`config.mk`:
```
export PLATFORM = sky130hd
export DESIGN_NAME = pipe_hazard_ctrl
export DESIGN_NICKNAME = d
export VERILOG_FILES = /design/src/rtl/pipe_hazard_ctrl.sv
export SDC_FILE = /design/constraint.sdc
export NUM_CORES = 1
export LEC_CHECK = 0
export BUFFER_PORTS_ARGS = -buffer_cell sky130_fd_sc_hd__buf_4
export CAP_MARGIN = 20
export CORE_UTILIZATION = 41
export DETAILED_ROUTE_END_ITERATION = 8
export PLACE_DENSITY_LB_ADDON = 0.3
export SYNTH_ARGS = -nofsm -noshare
export SYNTH_HDL_FRONTEND = slang
export SYNTH_SLANG_ARGS = --single-unit
```
`constraint.sdc`:
```
create_clock -name clk -period 1.6 [get_ports clk]
set_clock_uncertainty 0.2 [all_clocks]
set_input_delay 0.08 -clock clk [delete_from_list [all_inputs] [get_ports clk]]
set_output_delay 0.08 -clock clk [all_outputs]
set_load 0.05 [all_outputs]
```
`src/rtl/pipe_hazard_ctrl.sv`:
```
// pipe_hazard_ctrl: stall/flush/redirect sequencing for the five-stage pipeline,
// driven by a three-entry scoreboard of in-flight register writes.
module pipe_hazard_ctrl #(
    parameter bit WB_BYPASS = 1'b1
) (
    input  logic        clk,
    input  logic        rst,
    input  logic        id_valid,
    input  logic        id_rs_used,
    input  logic        id_rt_used,
    input  logic [2:0]  id_rs,
    input  logic [2:0]  id_rt,
    input  logic        id_wr_en,
    input  logic [2:0]  id_wr_reg,
    input  logic        id_halt,
    input  logic        ex_redirect,
    input  logic [15:0] ex_target,
    input  logic        mem_busy,
    output logic        pc_we,
    output logic        pc_redirect,
    output logic [15:0] redirect_pc,
    output logic        if_id_we,
    output logic        id_ex_we,
    output logic        ex_mem_we,
    output logic        mem_wb_we,
    output logic        if_id_flush,
    output logic        id_ex_bubble,
    output logic        stall_id,
    output logic        halted
);
    typedef enum logic [1:0] {RUN, DRAIN, HALTED} state_t;

    state_t          state_q, state_d;
    logic [1:0]      cnt_q, cnt_d;
    logic [2:0]      sb_v_q, sb_v_d;
    logic [2:0][2:0] sb_r_q, sb_r_d;
    logic            hit_rs, hit_rt, hazard, advance, issue;

    // Index 0 is EX, 1 is MEM, 2 is WB; WB is skipped when the regfile bypasses.
    always_comb begin
        hit_rs = 1'b0;
        hit_rt = 1'b0;
        for (int i = 0; i < 3; i++) begin
            if (sb_v_q[i] && (i < 2 || !WB_BYPASS)) begin
                hit_rs = hit_rs | (sb_r_q[i] == id_rs);
                hit_rt = hit_rt | (sb_r_q[i] == id_rt);
            end
        end
    end

    assign hazard      = id_valid && ((id_rs_used && hit_rs) || (id_rt_used && hit_rt));
    assign advance     = !mem_busy && state_q != HALTED;
    assign issue       = advance && id_valid && !hazard && !ex_redirect && state_q == RUN;
    assign redirect_pc = ex_target;
    assign halted      = state_q == HALTED;

    always_comb begin
        {pc_we, pc_redirect, if_id_we, id_ex_we, ex_mem_we, mem_wb_we} = '0;
        {if_id_flush, id_ex_bubble, stall_id} = '0;
        if (rst && !mem_busy) begin
            if (state_q == DRAIN)
                {if_id_we, id_ex_we, ex_mem_we, mem_wb_we, if_id_flush, id_ex_bubble} = '1;
            else if (state_q == RUN) begin
                if (ex_redirect)
                    {pc_we, pc_redirect, if_id_we, id_ex_we, ex_mem_we, mem_wb_we,
                     if_id_flush, id_ex_bubble} = '1;
                else if (hazard)
                    {id_ex_we, ex_mem_we, mem_wb_we, id_ex_bubble, stall_id} = '1;
                else
                    {pc_we, if_id_we, id_ex_we, ex_mem_we, mem_wb_we} = '1;
            end
        end
    end

    // HALT enters EX without a register write; the drain counter tracks it to WB.
    always_comb begin
        state_d = state_q;
        cnt_d   = cnt_q;
        sb_v_d  = sb_v_q;
        sb_r_d  = sb_r_q;
        if (advance) begin
            sb_v_d = {sb_v_q[1:0], issue && id_wr_en && !id_halt};
            sb_r_d = {sb_r_q[1:0], id_wr_reg};
            if (issue && id_halt) begin
                state_d = DRAIN;
                cnt_d   = 2'd0;
            end else if (state_q == DRAIN) begin
                cnt_d   = cnt_q + 2'd1;
                state_d = cnt_q == 2'd2 ? HALTED : DRAIN;
            end
        end
    end

    always_ff @(posedge clk or negedge rst) begin
        if (!rst) begin
            state_q <= RUN;
            cnt_q   <= 2'd0;
            sb_v_q  <= '0;
            sb_r_q  <= '0;
        end else begin
            state_q <= state_d;
            cnt_q   <= cnt_d;
            sb_v_q  <= sb_v_d;
            sb_r_q  <= sb_r_d;
        end
    end
endmodule

```
# Word-level counts from Yosys, hierarchy flattened
# Index checks and enable logic that the tools add are counted.
# totals
regBits,12
word_cells,70
# classes
addsub,1
n_eq_ne,8
mux,34
bitwise_logic,2
reduce_logical,20
# op_table
cell,count
two-way mux 1 bit,29
equality test 3 bit,4
logical AND 1 bit,12
two-way mux 2 bit,5
equality test 2 bit (second input constant),2
zero test 1 bit,4
adder 2 x 1 -> 2 bit (second input constant),1
equality test 2 x 1 -> 1 bit (second input constant),1
zero test 2 bit,1
inequality test 2 bit (second input constant),1
bitwise OR 1 bit,2
AND reduction 2 bit,1
nonzero test 2 bit,1
logical OR 1 bit,1

# Longest topological paths before layout
# depth
word_depth,14
mapped_depth,5
mapped_depth_nobuf,5

# Worst setup path before layout
# Ideal clock, no wire load.
# synth_path
path_type,reg-to-output
startpoint,reg sb_r_q[1] in the netlist's numbering
endpoint,out stall_id
arrival_ps,2389
required_ps,1320
slack_ps,-1069
path_stages_with_launch,6
path_cell_list,dfrtp_1 xnor2_1 nand4_1 a21oi_2 a31oi_4 nor4_1
# synth_between
elab_chain_len,12
word_cells_on_any_way,17
classes_between,2 x eq/ne; 9 x mux; 2 x bitwise; 4 x reduce/logical
# synth_rtl
element,line,text
start: declaration,36,"logic [2:0][2:0] sb_r_q, sb_r_d;"
start signal: assignment,104,sb_r_q <= sb_r_d;
"equality test 3 bit, on equally long branches","45, 46",
two-way mux 1 bit,44,if (sb_v_q[i] && (i < 2 || !WB_BYPASS)) begin
"bitwise OR 1 bit, on equally long branches","45, 46",
two-way mux 1 bit,44,
logical AND 1 bit,51,assign hazard = id_valid && ((id_rs_used && hit_rs) || (id_rt_used && hit_rt));
logical OR 1 bit *,51,
logical AND 1 bit *,51,
two-way mux 1 bit *,67,else if (hazard)
two-way mux 1 bit *,64,if (ex_redirect)
two-way mux 1 bit *,63,else if (state_q == RUN) begin
two-way mux 1 bit *,61,if (state_q == DRAIN)
two-way mux 1 bit *,60,if (rst && !mem_busy) begin
end: declaration,28,"output logic stall_id,"
# Mark *: on every way between the ends. The rest lies on a longest branch, timed or not.

# Worst setup path after layout
# layout_path
startpoint,reg sb_r_q[1] in the netlist's numbering
endpoint,out if_id_we
# layout_between
elab_chain_len,12
word_cells_on_any_way,17
classes_between,2 x eq/ne; 9 x mux; 2 x bitwise; 4 x reduce/logical
# layout_rtl
element,line,text
"equality test 3 bit, on equally long branches","45, 46",
two-way mux 1 bit,44,
"bitwise OR 1 bit, on equally long branches","45, 46",
two-way mux 1 bit,44,
logical AND 1 bit,51,
logical OR 1 bit *,51,
logical AND 1 bit *,51,
two-way mux 1 bit *,67,
two-way mux 1 bit *,64,
two-way mux 1 bit *,63,
two-way mux 1 bit *,61,
two-way mux 1 bit *,60,
end: declaration,22,"output logic if_id_we,"
# Marked as above.

==> flow_metrics.env <==
export IMPL_violations="negative setup slack"
export IMPL_cts_clk_slew_worst_paths_ns=0.08
export IMPL_core_region_area_um2=1980
export IMPL_gr_total_overflow=0
export IMPL_maxSlewViolCount=0
export IMPL_hpwl_um=1360
export IMPL_grt_setup_unrepaired="true"
export IMPL_r2r_cells=7
export IMPL_power_mw=1.95
export IMPL_worstPathArrival_ns=1.72
export IMPL_die_height_um=48.3
export IMPL_cpPeakStageDelay_ns=0.42
export IMPL_worstSetupPathType="reg2out"
export IMPL_clk_latency_ns=0.28
export IMPL_rrSetupSlack_ns=-0.19
export IMPL_cts_buffer_depth=2
export IMPL_grt_max_degree=13
export IMPL_portBuffers=27
export IMPL_hold_end="sb_r_q[4]"
export IMPL_drive_above_1_share_pct=52.3
export IMPL_cts_tree="built"
export IMPL_syn_inst=87
export IMPL_syn_nets=122
export IMPL_final_common_cell="buf_4"
export IMPL_fin_crit_ns=2.00
export IMPL_power_density_nw_per_um2=1360
export IMPL_antenna_found_initial=0
export IMPL_worstHoldPathType="in2reg"
export IMPL_n_antenna_cell=0
export IMPL_synth_seq_cells=12
export IMPL_worstReg2RegStart="sb_r_q[1]"
export IMPL_tns_ns=-1.90
export IMPL_gp_congestion=0.733
export IMPL_drt_first_pass_iters=4
export IMPL_drc=0
export IMPL_cap_violations=0
export IMPL_dieArea_um2=2330
export IMPL_layout_nets=168
export IMPL_fin_crit_sh_pct=125
export IMPL_cts_num_sinks=12
export IMPL_path_max_fanout=5
export IMPL_total_leakage_power_nw=0.624
export IMPL_min_delay_start="mem_busy"
export IMPL_grt_pass1_vias=768
export IMPL_ys_seq_area_share_pct=34.1
export IMPL_initial_core_util_pct=44.4
export IMPL_grt_usage_pct=18.4
export IMPL_layout_common_cells="31 x buf_4, 23 x dlygate4sd3_1, 12 x xnor2_1, 10 x dfrtp_1, 7 x mux2_2"
export IMPL_final_hold_viol_count=0
export IMPL_max_freq_mhz=499
export IMPL_rows=16
export IMPL_hold_depth=3
export IMPL_grt_pass1_wl_um=3310
export IMPL_postRouteAntennaNets=0
export IMPL_num_io_pins=60
export IMPL_avgViaCountPerCell=4.88
export IMPL_n_fill_cell=154
export IMPL_via_count=776
export IMPL_cts_buffers=3
export IMPL_cp_start_kind="flop"
export IMPL_wl_um=2020
export IMPL_cp_end_kind="output port"
export IMPL_setup_viol_count_final=9
export IMPL_syn_area_um2=880
export IMPL_worstPathCellList="xnor2_1, nand4_1, a21oi_2, a31oi_4, o31a_2, buf_6"
export IMPL_root_buffer="clkbuf_4"
export IMPL_cp_required_ns=1.32
export IMPL_drtIter0Drc=4
export IMPL_area_delta_synth_final_pct=62.4
export IMPL_vdd_drop_max_mv=0.923
export IMPL_worst_slew_pin_slew_ns=0.517
export IMPL_ctsHtreeMaxLevel=1
export IMPL_die_w_um=48.3
export IMPL_cpMaxStageDelayCell="dfrtp_1"
export IMPL_status="complete, but fails checks"
export IMPL_ys_types=27
export IMPL_wl_per_cell_um=12.7
export IMPL_yosys_warnings=0
export IMPL_setup_ws_ns=-0.404
export IMPL_reg2reg_to="state_q[0]"
export IMPL_max_slew_margin_pct=65.4
export IMPL_syn_area_per_cell_um2=10.1
## worst max-delay path, delay by kind of cell, from the launching register on
family,cells,cell delay [ns]
buffers and inverters,1,0.16
DFF,1,0.42
and+or+nand+nor,1,0.13
xor gates and xnor gates,1,0.16
AOI/OAI and AO/OA,3,0.58
## synth_stat cells
cell      number  share of area (%)
o31a_1         1                1.0
nor2_4         1                1.3
a32o_1         1                1.1
nand4_2        2                2.8
buf_4         18                 15
nand2_2        1               0.71
a31oi_4        1                2.4
inv_1          3                1.3
nor2b_1        1               0.71
nand2_1        5                2.1
clkbuf_2       1               0.57
nor2_1         5                2.1
o21a_1         1               0.85
nor4_1         1               0.71
a31oi_1        2                1.4
a41o_1         1                1.1
nor2b_2        1                1.0
a21oi_1        2                1.1
a21oi_2        1                1.0
mux2_2         7                9.0
o21bai_1       1               0.85
ha_1           1                1.4
and2_1         1               0.71
nand4_1        2                1.4
dfrtp_1       12                 34
and3_1         1               0.71
xnor2_1       13                 13
## how the worst max path moves through the flow
| stage | start | cells past startpoint | to | slack (ns) |
|---|---|---|---|---|
| floorplan | sb_r_q[1] | 5 | stall_id | -0.17 |
| global placement | sb_r_q[0] | 6 | if_id_we | -0.13 |
| detailed placement | sb_r_q[0] | 6 | if_id_we | -0.14 |
| CTS | sb_r_q[3] | 6 | if_id_we | -0.43 |
| global route | sb_r_q[0] | 6 | if_id_we | -0.51 |
| finish | sb_r_q[1] | 6 | if_id_we | -0.40 |
## sequential cells by signal (all words and copies together) (netlist names)
name	flops
sb_r_q	6
cnt_q	2
sb_v_q	2
state_q	2
## per-stage QoR
stage | area (um2) | hold WS [ns] | util, % | std cells | worst slack (ns)
2_1_floorplan | 912 | -0.416 | - | 87 | -0.167
3_3_place_gp | 1060 | -0.164 | 53.5 | 129 | -0.125
4_1_cts | 1380 | 0.0284 | 69.8 | 158 | -0.429
6_report | 1430 | 0.0314 | 72.1 | 159 | -0.404
5_1_grt | 1430 | 0.0243 | 72.1 | 159 | -0.512
3_5_place_dp | 1060 | -0.161 | 53.5 | 129 | -0.139
## layout make-up
class / instances / area (um2) / area share (%)
sequential: 12 / 303 / 21.2
timing repair buffer: 60 / 531 / 37.1
inverter: 3 / 15.0 / 1.05
clock buffer: 4 / 36.3 / 2.54
tap: 27 / 33.8 / 2.36
multi-input combinational: 53 / 510 / 35.7
## where the power goes
group	switching [mW]	total [mW]	leakage (nW)	internal, mW
registers	0.158	0.603	0.143	0.446
clock network	0.107	0.246	0.0210	0.138
logic	0.556	1.10	0.461	0.546
## repair_timing
action | 4_1_cts | 5_1_grt
endpoints found under the hold margin | 36 | 0
hold buffers | 23 | 0
pin swaps | 10 | 4
setup buffers | 2 | 1
resized for setup | 11 | 6
setup endpoints to repair | 13 | 17
## logic make-up after synthesis
logic type / count (synthesis) / synth area share, %
buf+inv: 22 / 17.2
simple gates: 21 / 14.4
xor+xnor: 13 / 12.9
flops: 12 / 34.1
compound gates: 11 / 11.0
mux: 7 / 8.96
fa+ha+maj: 1 / 1.42
## layer usage
layer  wire, um  up-vias  global-route usage, %
li1           -      373                      -
met1        771      372                   19.6
met2       1150       29                   35.7
met3         81        2                   4.09
met4         18        0                   5.88
met5          0        -                      0
Power figures use the tool's default switching activity.
